`config.mk`:
```
export PLATFORM = sky130hd
export DESIGN_NAME = mem_lsu
export DESIGN_NICKNAME = d
export VERILOG_FILES = /design/src/rtl/lsu_pkg.sv /design/src/rtl/lsu_align.sv /design/src/rtl/mem_lsu.sv
export SDC_FILE = /design/constraint.sdc
export NUM_CORES = 1
export LEC_CHECK = 0
export ABC_CLOCK_PERIOD_IN_PS = 6900
export BUFFER_PORTS_ARGS = -buffer_cell sky130_fd_sc_hd__buf_2
export CAP_MARGIN = 25
export CORE_MARGIN = 2
export CORE_UTILIZATION = 50
export DETAILED_ROUTE_END_ITERATION = 10
export GPL_TIMING_DRIVEN = 0
export PLACE_DENSITY = 0.81
export SYNTH_ARGS = -nofsm -noshare
export SYNTH_HDL_FRONTEND = slang
export SYNTH_SLANG_ARGS = --single-unit
export TNS_END_PERCENT = 5
```
`constraint.sdc`:
```
create_clock -name clk_i -period 6.9 [get_ports clk_i]
set_clock_uncertainty 0.15 [all_clocks]
set_input_delay 0.345 -clock clk_i [delete_from_list [all_inputs] [get_ports clk_i]]
set_output_delay 0.345 -clock clk_i [all_outputs]
set_load 0.01 [all_outputs]
```
`src/rtl/lsu_pkg.sv`:
```
// Shared types and constants for the memory-stage load/store unit.
package lsu_pkg;

  localparam logic [2:0] F3_B  = 3'b000;
  localparam logic [2:0] F3_H  = 3'b001;
  localparam logic [2:0] F3_W  = 3'b010;
  localparam logic [2:0] F3_BU = 3'b100;
  localparam logic [2:0] F3_HU = 3'b101;

  typedef enum logic [1:0] {
    IDLE,
    REQ,
    WAIT,
    RESP
  } lsu_state_e;

  typedef enum logic [1:0] {
    EXC_NONE     = 2'b00,
    EXC_MISALIGN = 2'b01,
    EXC_ILLEGAL  = 2'b10
  } lsu_exc_e;

endpackage

```
`src/rtl/lsu_align.sv`:
```
// Combinational lane logic: byte enables, store replication, access checks and
// load extraction with sign/zero extension.
module lsu_align
  import lsu_pkg::*;
#(
  parameter int unsigned DWIDTH = 32
) (
  input  logic [1:0]        addr_i,
  input  logic [2:0]        funct3_i,
  input  logic              load_i,
  input  logic              store_i,
  input  logic [DWIDTH-1:0] rs2_i,
  input  logic [DWIDTH-1:0] rdata_i,
  output logic [3:0]        be_o,
  output logic [DWIDTH-1:0] wdata_o,
  output logic [DWIDTH-1:0] ldata_o,
  output logic              misalign_o,
  output logic              illegal_o
);

  logic [7:0]  byte_sel;
  logic [15:0] half_sel;

  always_comb begin
    be_o    = 4'b1111;
    wdata_o = rs2_i;
    unique case (funct3_i[1:0])
      2'b00: begin
        be_o    = 4'b0001 << addr_i;
        wdata_o = {4{rs2_i[7:0]}};
      end
      2'b01: begin
        be_o    = 4'b0011 << addr_i;
        wdata_o = {2{rs2_i[15:0]}};
      end
      default: ;
    endcase
  end

  always_comb begin
    illegal_o  = (load_i && (funct3_i == 3'b011 || funct3_i == 3'b110 || funct3_i == 3'b111))
              || (store_i && (funct3_i[2] || funct3_i == 3'b011));
    misalign_o = (load_i || store_i)
              && ((funct3_i[1:0] == 2'b01 && addr_i[0])
               || (funct3_i[1:0] == 2'b10 && addr_i != 2'b00));
  end

  always_comb begin
    byte_sel = rdata_i[7:0];
    unique case (addr_i)
      2'b00: byte_sel = rdata_i[7:0];
      2'b01: byte_sel = rdata_i[15:8];
      2'b10: byte_sel = rdata_i[23:16];
      2'b11: byte_sel = rdata_i[31:24];
    endcase
    half_sel = addr_i[1] ? rdata_i[31:16] : rdata_i[15:0];
    unique case (funct3_i)
      F3_B:    ldata_o = {{24{byte_sel[7]}}, byte_sel};
      F3_BU:   ldata_o = {24'h0, byte_sel};
      F3_H:    ldata_o = {{16{half_sel[15]}}, half_sel};
      F3_HU:   ldata_o = {16'h0, half_sel};
      default: ldata_o = rdata_i;
    endcase
  end

endmodule

```
`src/rtl/mem_lsu.sv`:
```
// Memory-stage load/store unit: one outstanding access over req/gnt/rvalid and a
// single registered result per instruction towards writeback.
module mem_lsu
  import lsu_pkg::*;
#(
  parameter int unsigned DWIDTH = 32,
  parameter int unsigned AWIDTH = 32
) (
  input  logic              clk_i,
  input  logic              rst_ni,
  input  logic              ex_valid_i,
  output logic              ex_ready_o,
  input  logic [AWIDTH-1:0] ex_res_i,
  input  logic [DWIDTH-1:0] ex_rs2_i,
  input  logic [2:0]        ex_funct3_i,
  input  logic              ex_load_i,
  input  logic              ex_store_i,
  input  logic [4:0]        ex_rd_i,
  input  logic              ex_rdwe_i,
  output logic              dmem_req_o,
  output logic              dmem_we_o,
  output logic [AWIDTH-1:0] dmem_addr_o,
  output logic [3:0]        dmem_be_o,
  output logic [DWIDTH-1:0] dmem_wdata_o,
  input  logic              dmem_gnt_i,
  input  logic              dmem_rvalid_i,
  input  logic [DWIDTH-1:0] dmem_rdata_i,
  output logic              wb_valid_o,
  input  logic              wb_ready_i,
  output logic [DWIDTH-1:0] wb_data_o,
  output logic [4:0]        wb_rd_o,
  output logic              wb_rdwe_o,
  output logic [1:0]        wb_exc_o
);

  lsu_state_e        state_q, state_d;
  lsu_exc_e          exc_q, exc_d;
  logic [AWIDTH-1:0] addr_q, addr_d;
  logic [3:0]        be_q, be_d;
  logic [DWIDTH-1:0] wdata_q, wdata_d, wb_data_q, wb_data_d;
  logic [2:0]        funct3_q, funct3_d;
  logic [1:0]        lo_q, lo_d;
  logic [4:0]        rd_q, rd_d;
  logic              we_q, we_d, load_q, load_d, rdwe_q, rdwe_d;

  logic              in_idle;
  logic [3:0]        al_be;
  logic [DWIDTH-1:0] al_wdata, al_ldata;
  logic              al_misalign, al_illegal;

  assign in_idle = (state_q == IDLE);

  // In IDLE the checker looks at the incoming instruction; afterwards at the latched one.
  lsu_align #(
    .DWIDTH(DWIDTH)
  ) u_align (
    .addr_i    (in_idle ? ex_res_i[1:0] : lo_q),
    .funct3_i  (in_idle ? ex_funct3_i : funct3_q),
    .load_i    (in_idle ? ex_load_i : load_q),
    .store_i   (in_idle && ex_store_i),
    .rs2_i     (ex_rs2_i),
    .rdata_i   (dmem_rdata_i),
    .be_o      (al_be),
    .wdata_o   (al_wdata),
    .ldata_o   (al_ldata),
    .misalign_o(al_misalign),
    .illegal_o (al_illegal)
  );

  always_comb begin
    state_d   = state_q;
    exc_d     = exc_q;
    addr_d    = addr_q;
    be_d      = be_q;
    wdata_d   = wdata_q;
    wb_data_d = wb_data_q;
    funct3_d  = funct3_q;
    lo_d      = lo_q;
    rd_d      = rd_q;
    we_d      = we_q;
    load_d    = load_q;
    rdwe_d    = rdwe_q;
    unique case (state_q)
      IDLE: begin
        if (ex_valid_i) begin
          addr_d    = {ex_res_i[AWIDTH-1:2], 2'b00};
          be_d      = al_be;
          wdata_d   = al_wdata;
          funct3_d  = ex_funct3_i;
          lo_d      = ex_res_i[1:0];
          rd_d      = ex_rd_i;
          we_d      = ex_store_i;
          load_d    = ex_load_i;
          exc_d     = EXC_NONE;
          wb_data_d = '0;
          rdwe_d    = 1'b0;
          state_d   = RESP;
          if (!(ex_load_i || ex_store_i)) begin
            wb_data_d = DWIDTH'(ex_res_i);
            rdwe_d    = ex_rdwe_i;
          end else if (al_illegal) begin
            exc_d = EXC_ILLEGAL;
          end else if (al_misalign) begin
            exc_d = EXC_MISALIGN;
          end else begin
            rdwe_d  = ex_load_i && ex_rdwe_i;
            state_d = REQ;
          end
        end
      end
      REQ: begin
        if (dmem_gnt_i) state_d = load_q ? WAIT : RESP;
      end
      WAIT: begin
        if (dmem_rvalid_i) begin
          wb_data_d = al_ldata;
          state_d   = RESP;
        end
      end
      RESP: begin
        if (wb_ready_i) state_d = IDLE;
      end
    endcase
  end

  always_ff @(posedge clk_i or negedge rst_ni) begin
    if (!rst_ni) begin
      state_q   <= IDLE;
      exc_q     <= EXC_NONE;
      addr_q    <= '0;
      be_q      <= '0;
      wdata_q   <= '0;
      wb_data_q <= '0;
      funct3_q  <= '0;
      lo_q      <= '0;
      rd_q      <= '0;
      we_q      <= 1'b0;
      load_q    <= 1'b0;
      rdwe_q    <= 1'b0;
    end else begin
      state_q   <= state_d;
      exc_q     <= exc_d;
      addr_q    <= addr_d;
      be_q      <= be_d;
      wdata_q   <= wdata_d;
      wb_data_q <= wb_data_d;
      funct3_q  <= funct3_d;
      lo_q      <= lo_d;
      rd_q      <= rd_d;
      we_q      <= we_d;
      load_q    <= load_d;
      rdwe_q    <= rdwe_d;
    end
  end

  assign ex_ready_o   = in_idle;
  assign dmem_req_o   = (state_q == REQ);
  assign dmem_we_o    = we_q;
  assign dmem_addr_o  = addr_q;
  assign dmem_be_o    = be_q;
  assign dmem_wdata_o = wdata_q;
  assign wb_valid_o   = (state_q == RESP);
  assign wb_data_o    = wb_data_q;
  assign wb_rd_o      = rd_q;
  assign wb_rdwe_o    = rdwe_q;
  assign wb_exc_o     = exc_q;

endmodule

```
Word-level counts from Yosys, hierarchy flattened. Index checks and enable logic that the tools add are counted.

Bits in registers: 115. Bits of input ports: 113. Output and inout bits: 112.

Shift operators: 2. Muxes and demuxes: 27. Reductions and logical operators: 23. Eq/ne operators: 18.

Operators with widths (number): case mux 32 bit (2 select lines) (2); case mux 32 bit (4 select lines) (1); 2-to-1 mux 32 bit (3); case mux 8 bit (4 select lines) (1); 2-to-1 mux 2 bit (10); 2-to-1 mux 16 bit (1); equality test 3 bit, second input constant (4); equality test 2 bit, second input constant (5); case mux 2 bit (4 select lines) (1); case mux 4 bit (2 select lines) (1); logical AND 1 bit (7); logical OR 1 bit (7); equality test 2 x 1 -> 1 bit, second input constant (3); logical NOT 2 bit (3); 2-to-1 mux 1 bit (6); != test 2 x 1 -> 1 bit, second input constant (2); != test 2 bit, second input constant (2); AND reduction 4 bit (1); nonzero test 2 bit (2); << shifter 1 x 2 -> 4 bit, first input constant (1); << shifter 2 x 2 -> 4 bit, first input constant (1); equality test 3 x 1 -> 1 bit, second input constant (1); equality test 3 x 2 -> 1 bit, second input constant (1); logical NOT 3 bit (1); 3 further kinds (3).

Logic depth before layout (Yosys ltp). Gate-level depths: netlist of run 1.

Word-level depth: 11. Mapped depth: 11. Depth with buffers taken out: 7.

Modules after synthesis. A second synthesis of run 1 with hierarchy kept.

Cells, all modules: 559. Area, all modules: 6163.4 um2.

Modules (own cells, without submodules): mem_lsu (cells each 358, area an instance 4742.0 um2, seq. area each 2877.8 um2, instances 1); lsu_align (cells each 201, area an instance 1421.4 um2, seq. area each 0.0 um2, instances 1).

Worst setup path before layout of run 1. No wires, ideal clock.

Path type: register -> register. Start: reg state_q[0]. End: reg wb_data_q[12], in the netlist wb_data_o[12]. Slack: 4.396 ns. Data required time: 6.668 ns. Stages on the path, launching flop included: 11. Clock period less this slack: 2.504 ns. Arrival time: 2.272 ns. Cell sequence: dfrtp_1 -> inv_1 -> ha_1 -> buf_6 -> mux2_4 -> inv_6 -> a221oi_2 -> or4_4 -> buf_6 -> buf_8 -> a31oi_1.

Cells in the longest elaborated chain, start to end: 7. Elaborated cells between the ends (all ways): 21.

Ends and longest elaborated chain: start, declared (line mem_lsu.sv:36) `lsu_state_e state_q, state_d;`; start signal, assigned (line mem_lsu.sv:141) `state_q <= state_d;`; logical NOT 2 bit (*) (line mem_lsu.sv:51) `assign in_idle = (state_q == IDLE);`; named net ex_ready_o (line mem_lsu.sv:12) `output logic ex_ready_o,`; 2-to-1 mux 2 bit (line mem_lsu.sv:57) `.addr_i (in_idle ? ex_res_i[1:0] : lo_q),`; equality test 2 bit, or another cell as far along (line lsu_align.sv:50) `unique case (addr_i)`; case mux 8 bit (4 select lines) (line lsu_align.sv:50); case mux 32 bit (4 select lines) (line lsu_align.sv:57) `unique case (funct3_i)`; 2-to-1 mux 32 bit (line mem_lsu.sv:115) `if (dmem_rvalid_i) begin`; case mux 32 bit (2 select lines) (line mem_lsu.sv:83) `unique case (state_q)`; end signal, assigned (line mem_lsu.sv:146) `wb_data_q <= wb_data_d;`; end, declared (line mem_lsu.sv:40) `logic [DWIDTH-1:0] wdata_q, wdata_d, wb_data_q, wb_data_d;`.

Mark *: on every way through the listed nets, which the timed path passes. The rest lies on a longest branch. The select of a mux whose other input is x is not followed. A chain may end at the register's enable or synchronous reset.

Worst setup path after layout of run 1.
Start: reg state_q[0]. End: reg wb_data_q[14], in the netlist wb_data_o[14].

Cells in the longest elaborated chain, start to end: 7. Elaborated cells between the ends (all ways): 21.

Ends and longest elaborated chain (line): logical NOT 2 bit (mem_lsu.sv:51, mem_lsu.sv:83); 2-to-1 mux 2 bit (mem_lsu.sv:57); equality test 2 bit, or another cell as far along (lsu_align.sv:50); case mux 8 bit (4 select lines) (lsu_align.sv:50); case mux 32 bit (4 select lines) (lsu_align.sv:57); 2-to-1 mux 32 bit (mem_lsu.sv:115); case mux 32 bit (2 select lines) (mem_lsu.sv:83).

Parallel ways exist; a longest one is shown, timed or not. The select of a mux whose other input is x is not followed.

==> flow_summary.ini, run 1 <==
[run_status]
outcome = complete, no violations

[setup_path]
max_stage_delay_ns = 0.56
worstPathRequired_ns = 7.01
slowest_stage = clkbuf_1
crit_chain = inv_1, ha_1, buf_6, buf_2, buf_2, o211ai_1, clkbuf_1, nor2_1, a21oi_1, a31oi_1
critPathCaptureType = register
reg2regPathDepth = 10
crit_arrival_ns = 3.15
crit_top_cell = buf_2
cp_max_fo = 10
worstSetupStartpointType = register
critical_path_class = reg2reg

[grt]
grt_pass1_wl_um = 32700
grt_use_total_pct = 33.2
grt_remaining_overflow = 0
grt_pass1_vias = 6172
grt_max_degree = 63
grt_antenna_before_repair = 0

[synthesis]
yosysMostFrequentCell = dfrtp_1
ys_warn_count = 0
synthCells = 592
synth_edf_count = 0
synthDistinctLibCells = 49
synthFlopType = dfrtp_1
ys_ff_latch = 115
synth_top_area_share_pct = 48.6
synth_commonest_cells = dfrtp_1, nand2_1, o21ai_0
async_reset_ff_share_pct = 100
synth_top_cell_by_area = dfrtp_1
avgSynthCellArea_um2 = 10.0
syn_area_mm2 = 0.00592
ys_seq_area_share_pct = 48.6
netlist_top_cells_area = dfrtp_1, mux2_2, nand2_1

[min_path]
hold_path.class = in2reg
holdPathStages = 2

[placed_design]
io_buffer_count = 222
place.gp.congestion = 0.925
place_inst = 959
hpwl_um = 15500

[timing]
post-route-period-util_pct = 44.1
rsz0062_at_grt = no
slew-limit-headroom_pct = 46.5
min_period_ns = 3.05
setup_viol = 0
hold_viol_final = 0
slew_viol_final = 0
max_freq_ghz = 0.328
finalSetupTns_ns = 0
tightest_slew_ns = 0.803

[power]
ir_drop_uv = 259
p_per_area_mw_per_mm2 = 528
p_leak_nw = 3.85

[cts]
postCtsSetupRepairBufs = 0
cts_tree = built
htreeDepth = 4
holdBufCountCts = 3
clk_latency_ns = 0.42
clockBufferDepth = 2
cts_made_buffers = 17
cts-root-buf = clkbuf_16
cts_sinks = 115
cts_resized = 0
clkTransAtPathRegs_ns = 0.05

[final_layout]
drive_gt1_share_pct = 37.6
final_cells = 992
fill_cells = 939
n_antenna_cell = 0
synthToLayoutAreaGrowth_pct = 32.0
final_nets = 955

[floorplanning]
die_y_um = 113
die-area_mm2 = 0.0127
coreArea_mm2 = 0.0115
start_util_pct = 51.6
rows = 39
io_pins = 225
fp.dieW_um = 113

[routing]
drc_errors = 0
via_per_inst = 6.20
wl_per_cell_um = 21.2
antenna_left = 0
drtIter0Drc = 891
wirelength_um = 21000
vias = 6149
dr.pass1.iters = 6

[flow_run]
cap_violations = 0
-- cells by family (layout without fill, tap and decap cells) --
family	Yosys count	count (layout)	share of synthesized area, %
buf+inv	61	317	4.88
other cells	1	2	0.0633
compound gates	194	194	21.3
fa+ha+maj	4	4	0.845
mux	75	75	14.0
flops	115	115	48.6
simple gates	142	142	10.4
-- worst max-delay path: cells and delay by family (launching register included) --
kind	cells	cell delay [ns]
DFF	1	0.43
buffers and inverters	5	1.21
adders and majority gates	1	0.25
and+or+nand+nor	1	0.13
AOI/OAI and AO/OA	3	0.70
-- metal layers --
metal  global-route usage [%]  share of wire, %  wire, µm  up-vias
li1                         -                 -         -     2675
met1                     41.4                38      7930     2986
met2                     53.6                48     10100      420
met3                     8.62                11      2260       68
met4                     16.6               3.7       775        0
met5                        0                 0         0        -
-- final timing paths --
path | start | end | slack (ns)
worst min register to register | dmem_wdata_o[13] | dmem_wdata_o[13] | 0.32
worst min-delay path | ex_rd_i[2] | wb_rd_o[2] | 0.02
min in group asynchronous | rst_ni | dmem_addr_o[7] | 0.29
worst max register to register | state_q[0] | wb_data_o[14] | 3.85
worst max-delay path | state_q[0] | wb_data_o[14] | 3.85
max in group asynchronous | rst_ni | dmem_addr_o[26] | 5.61
-- area by class of cell --
type | count | area, µm² | area share (%)
plain buffers | 52 | 250 | 3.20
clock buffers | 24 | 482 | 6.16
clock inverters | 6 | 55.1 | 0.704
inverters | 9 | 38.8 | 0.496
multi-input cells | 417 | 2760 | 35.3
flip-flops and latches | 115 | 2880 | 36.8
well taps | 143 | 179 | 2.29
repair buffers | 226 | 1170 | 15.0
-- power by group --
group	internal (mW)	switching (mW)	leakage, nW
Combinational	0.861	1.26	2.17
Sequential	1.00	0.191	1.42
Clock	0.515	0.295	0.269
Total	2.38	1.74	3.85
-- state kept, by name, summed over array words and instances, names as in the netlist --
signal        cells
lo_q              2
funct3_q          3
state_q           2
wb_rd_o           5
dmem_we_o         1
wb_data_o        32
dmem_be_o         4
dmem_addr_o      30
load_q            1
wb_rdwe_o         1
wb_exc_o          2
dmem_wdata_o     32
-- stage by stage --
stage	cell area (µm²)	total power, mW	utilization, %	setup slack (ns)	hold WS (ns)
6_report	7820	4.12	68.2	3.85	0.0157
5_1_grt	7820	4.37	68.2	3.71	0.0155
4_1_cts	7820	4.10	68.2	3.88	0.0000459
3_5_place_dp	7250	3.27	63.2	3.94	0.182
3_3_place_gp	7210	3.18	62.9	3.95	0.306
2_1_floorplan	5920	2.50	-	4.40	-0.101
-- layout by cell type, fill, tap and decap left out, types with 13 or more instances in the layout --
| cell type | count |
|---|---|
| clkbuf_16 | 17 |
| nor3_1 | 13 |
| mux2_2 | 53 |
| dfrtp_1 | 115 |
| nand2_1 | 75 |
| a31oi_1 | 34 |
| nor2_1 | 31 |
| clkbuf_1 | 36 |
| o21ai_0 | 54 |
| mux2i_1 | 20 |
| a21oi_1 | 41 |
| a221oi_1 | 16 |
| buf_2 | 226 |
No activity file was read; power rests on OpenSTA's default activity.
==> run 2, diff against run 1 <==
Settings changed: ABC_CLOCK_PERIOD_IN_PS 6900 to 2900.
Clock period 6.9 ns to 2.9 ns, I/O delays scaled along.
==> run 2 against run 1 <==
Net effect: hold slack improved by 0.0051 ns; first-iteration DRC count up 16%; routed wire length increased by 11%; critical path depth decreased by 1; sequential cell count stayed put; clock power is 140% higher; cell count is 8.2% higher; sequential power is 140% higher; die area did not move; critical path type unchanged; largest cell class unchanged; largest power group unchanged.
==> flow_summary.ini, run 2 (synthesized netlist as in run 1, its figures left out) <==
[setup_path]
crit_end = wb_data_o[14]
crit_buf_inv = 5
cp_max_fo = 10
crit_top_cell = buf_2
critical_path_class = reg2reg
reg2reg_from = state_q[0]
critPathCaptureType = register
path_depth = 9
reg2regPathDepth = 9
r2r_slack_ns = 0.03
cp_top_family = buffers and inverters
worstPathRequired_ns = 3.07
startpoint = state_q[0]
crit_chain = inv_1, ha_1, buf_6, buf_2, buf_2, o211ai_1, clkbuf_1, a21oi_1, a31oi_1
crit_arrival_ns = 3.05
worstSetupStartpointType = register
max_stage_delay_ns = 0.46
reg2reg_to = wb_data_o[14]
slowest_stage = o211ai_1

[floorplanning]
io_pins = 225
rows = 39
die-area_mm2 = 0.0127
fp.dieW_um = 113
die_y_um = 113
start_util_pct = 51.6
coreArea_mm2 = 0.0115

[routing]
drc_errors = 0
wirelength_um = 23300
wl_per_cell_um = 21.7
dr.pass1.iters = 7
drtIter0Drc = 1033
via_per_inst = 6.16
vias = 6614
antenna_left = 0

[final_layout]
utilization_pct = 75.4
multi_input_area_mm2 = 0.00277
drive_gt1_share_pct = 35.8
final_nets = 1035
regArea_mm2 = 0.00288
final_common_cell = buf_2
postLayoutCellArea_mm2 = 0.00864
fill_cells = 780
synthToLayoutAreaGrowth_pct = 46.0
final_cell_mix = buf_2, dfrtp_1, dlygate4sd3_1, nand2_1

[grt]
grt_pass1_wl_um = 36400
grt_max_degree = 63
grt_use_total_pct = 37.0
grt_remaining_overflow = 0
grt_antenna_before_repair = 1
grt_pass1_vias = 6748

[power]
ir_drop_uv = 583
p_per_area_mw_per_mm2 = 1160
power_mw = 10.0
p_leak_nw = 4.22

[timing]
rsz0062_at_grt = yes
slew_viol_final = 0
min_period_ns = 2.87
tightest_slew_ns = 0.816
post-route-period-util_pct = 99.1
finalSetupTns_ns = 0
setup_slack_ns = 0.0260
slew-limit-headroom_pct = 45.6
hold_viol_final = 0
max_freq_ghz = 0.348
setup_viol = 0

[cts]
clk_latency_ns = 0.42
cts_sinks = 115
cts-root-buf = clkbuf_16
cts_made_buffers = 17
cts_tree = built
htreeDepth = 4
clkTransAtPathRegs_ns = 0.05
clockBufferDepth = 2

[min_path]
holdPathStages = 4
hold_path.class = in2reg

[placed_design]
dpl_worst_slack_ns = -0.0643
hpwl_um = 15500
io_buffer_count = 222
placed_cell_area_mm2 = 0.00725
place.gp.congestion = 0.925

[flow_run]
cap_violations = 0

[run_status]
outcome = complete, no violations
==> run 2: cell types whose count changed in the layout (fill, tap and decap cells not counted), sizes merged <==
cell,delta
buf,-3
clkbuf,+3
diode,+1
dlygate4sd3,+80
==> run 2: worst reg2reg max path, delay by kind of cell (launching register included) <==
family                   cells  cell delay (ns)
AO/OA/AOI/OAI                3             0.82
adder cells (fa/ha/maj)      1             0.26
buffers and inverters        5             1.13
flip-flops                   1             0.43
==> run 2: worst min-delay path by stage <==
stage                  endpoint  slack, ns              from
2_1_floorplan   dmem_addr_o[10]      -0.30            rst_ni
3_3_place_gp         wb_rd_o[1]       0.23        ex_rd_i[1]
3_5_place_dp     dmem_addr_o[7]      -0.02            rst_ni
4_1_cts            wb_data_o[8]     0.0007  dmem_rdata_i[24]
5_1_grt            wb_data_o[8]      0.009  dmem_rdata_i[24]
6_report       dmem_wdata_o[31]       0.02      ex_rs2_i[31]
==> run 2: stage by stage <==
stage                     hold slack (ns)  std cells
after floorplan                    -0.301        593
after global placement              0.227        958
after detailed placement          -0.0183        959
after CTS                        0.000742       1072
after global routing              0.00950       1073
final                              0.0209       1073
==> run 2: layout make-up <==
class                   instances  share of cell area (%)
clock buffers                  24                    5.57
clock inverters                 6                   0.637
plain buffers                  52                    3.07
well taps                     143                    2.07
repair buffers                306                    22.9
diodes                          1                  0.0290
inverters                       9                   0.449
flip-flops and latches        115                    33.3
multi-input cells             417                    32.0
==> run 2: power by group <==
group	total (mW)	internal, mW	leakage (nW)	switching [mW]
combinational	5.26	2.15	2.54	3.11
sequential	2.87	2.39	1.42	0.476
clock	1.93	1.23	0.269	0.701
==> run 2: timing repair <==
action                     CTS  global route
hold buffers                83             0
buffers inserted             0             0
gates cloned                 0             0
pin swaps                    0             0
setup endpoints to repair   18            61
hold endpoints to repair   213             0
resized for setup            3            18
==> run 2: routing by layer <==
layer	share of wire, %	routed length (µm)	GRT usage [%]
met3	9.8	2280	8.62
met5	0	0	0
met2	48	11200	60.9
met1	37	8730	45.3
met4	4.7	1100	20.3
==> run 3, diff against run 2 <==
Settings changed: ABC_AREA set to 1, CORE_UTILIZATION 50 to 49, GPL_TIMING_DRIVEN 0 to not set, PLACE_DENSITY 0.81 to 0.8.
==> run 3 against run 2 <==
Net effect: register-to-register slack better by 0.16 ns; hold slack improved by 0.0026 ns; largest cell class unchanged; worst setup slack improved by 0.16 ns; cell count rose by 15%.
==> flow_summary.ini, run 3 <==
[run_status]
outcome = complete, no violations

[floorplanning]
io_pins = 225
coreArea_mm2 = 0.0115
fp.dieW_um = 113
rows = 39
die-area_mm2 = 0.0127
die_y_um = 113
start_util_pct = 50.4

[synthesis]
synth.area.mux_share_pct = 0
netlist_top_cells_area = dfrtp_1, nand2_1, a21oi_1
synthFlopType = dfrtp_1
ys_warn_count = 0
synth_edf_count = 0
synth_top_area_share_pct = 49.8
synthDistinctLibCells = 29
ys_seq_area_share_pct = 49.8
yosys.area_share.xor_xnor_pct = 0
yosysMostFrequentCell = nand2_1
synth_commonest_cells = nand2_1, dfrtp_1, a21oi_1
ys_ff_latch = 115
synth_compound_area_share_pct = 12.9
async_reset_ff_share_pct = 100
synth_top_cell_by_area = dfrtp_1
synth-simple-area-share_pct = 30.6
avgSynthCellArea_um2 = 7.55
synthCells = 765
syn_area_mm2 = 0.00578
synth_top_family_by_area = simple AND/OR/NAND/NOR gates
synth_fa_ha_area_share_pct = 0.866

[cts]
clockBufferDepth = 2
cts-root-buf = clkbuf_16
clkTransAtPathRegs_ns = 0.06
cts_sinks = 115
clk_latency_ns = 0.41
cts_tree = built
cts_made_buffers = 17
htreeDepth = 4

[routing]
vias = 6703
antenna_left = 0
wirelength_um = 21200
drc_errors = 0
dr.pass1.iters = 6
drtIter0Drc = 875
via_per_inst = 5.41
wl_per_cell_um = 17.1

[grt]
gr-usage-met3_pct = 8.69
grt_pass1_vias = 6842
grt_pass1_wl_um = 34000
gr-usage-met2_pct = 57.2
grt_busiest_layer = met2
grt_remaining_overflow = 0
grt_use_total_pct = 34.1
grt_max_degree = 58
grt_antenna_before_repair = 2
use_met1_pct = 40.6

[power]
p_leak_nw = 4.53
ir_drop_uv = 751
p_clk_share_pct = 20.6
p_int_mw = 5.89
pwr-share-comb_pct = 52.5
p_per_area_mw_per_mm2 = 1220
seqPwrFrac_pct = 26.9
power_mw = 10.6
p_switching_mw = 4.70
swShare_pct = 44.4

[placed_design]
place_inst = 1099
io_buffer_count = 222
dpl_worst_slack_ns = 0.318
placed_cell_area_mm2 = 0.00698
place.gp.congestion = 0.878
hpwl_um = 12900

[timing]
setup_slack_ns = 0.183
hold_ws_ns = 0.0234
min_period_ns = 2.72
setup_viol = 0
max_freq_ghz = 0.368
finalSetupTns_ns = 0
slew-limit-headroom_pct = 51.1
tightest_slew_ns = 0.733
rsz0062_at_grt = no
post-route-period-util_pct = 93.7
hold_viol_final = 0
slew_viol_final = 0

[min_path]
hold_path.class = in2reg

[setup_path]
r2r_slack_ns = 0.18
crit_arrival_ns = 2.91
critPathCaptureType = register
crit_chain = inv_1, ha_1, inv_2, nand2_1, nand2_2, inv_2, nor2_4, buf_4, nand2_1, a31oi_1, dlygate4sd3_1
cp_top_family = buffers and inverters
cp_max_fo = 12
worstPathRequired_ns = 3.09
critical_path_class = reg2reg
worstSetupStartpointType = register
max_stage_delay_ns = 0.58
slowest_stage = dlygate4sd3_1
crit_buf_inv = 5

[final_layout]
final_cells = 1239
postLayoutCellArea_mm2 = 0.00867
synthToLayoutAreaGrowth_pct = 50.0
final_nets = 1199
fill_cells = 798
utilization_pct = 75.6
drive_gt1_share_pct = 26.7
final_common_cell = nand2_1
final_cell_mix = nand2_1, buf_2, dfrtp_1, dlygate4sd3_1, a21oi_1

[flow_run]
cap_violations = 0
==> run 3: routing by layer <==
metal  wire (µm)  up-vias
li1            -     3102
met5           0        -
met3        2020       87
met2       10300      416
met1        8010     3098
met4         920        0
==> run 3: worst min-delay path, cell delays in order <==
cell,delay (ns)
buf_2,0.13
nand2_1,0.07
nand3_1,0.07
nand2_1,0.07
a21oi_1,0.06
==> run 3: power by group through the flow <==
stage / clock (mW) / sequential, mW / combinational [mW]
after global placement: 0 / 2.80 / 5.03
after floorplan: 0 / 3.17 / 3.07
after global routing: 2.28 / 2.94 / 6.13
after CTS: 2.18 / 2.81 / 5.35
final: 2.18 / 2.85 / 5.56
after detailed placement: 0 / 2.82 / 5.12
==> run 3: final timing paths <==
check / from / end / depth (start not counted)
max: state_q[1] / dmem_wdata_o[25] / 11
min: dmem_rdata_i[24] / wb_data_o[24] / 5
max reg2reg: state_q[1] / dmem_wdata_o[25] / 11
min reg2reg: dmem_addr_o[31] / dmem_addr_o[31] / 2
max in group asynchronous: rst_ni / wb_data_o[20] / 3
min in group asynchronous: rst_ni / dmem_wdata_o[26] / 2
==> run 3: kinds of logic (layout without fill, tap and decap cells) <==
group | after synthesis | count (layout)
fa+ha+maj | 4 | 4
flops | 115 | 115
buf+inv | 69 | 398
other cells | 1 | 3
simple gates | 434 | 434
compound gates | 142 | 142
==> run 3: area by class of cell <==
cell class / instances / area, µm² / share of cell area, %
Tap cell: 143 / 179 / 2.06
Multi-Input combinational cell: 582 / 2580 / 29.7
Sequential cell: 115 / 2880 / 33.2
Timing Repair Buffer: 345 / 2340 / 27.0
Clock inverter: 8 / 124 / 1.43
Antenna cell: 1 / 2.50 / 0.0289
Inverter: 21 / 78.8 / 0.909
Clock buffer: 24 / 492 / 5.67
==> run 3: repair_timing <==
action                                  4_1_cts  5_1_grt
buffers inserted                              0        2
endpoints found under the setup margin        0       16
resized for setup                             0        0
endpoints found under the hold margin       165        0
hold buffers                                105        0
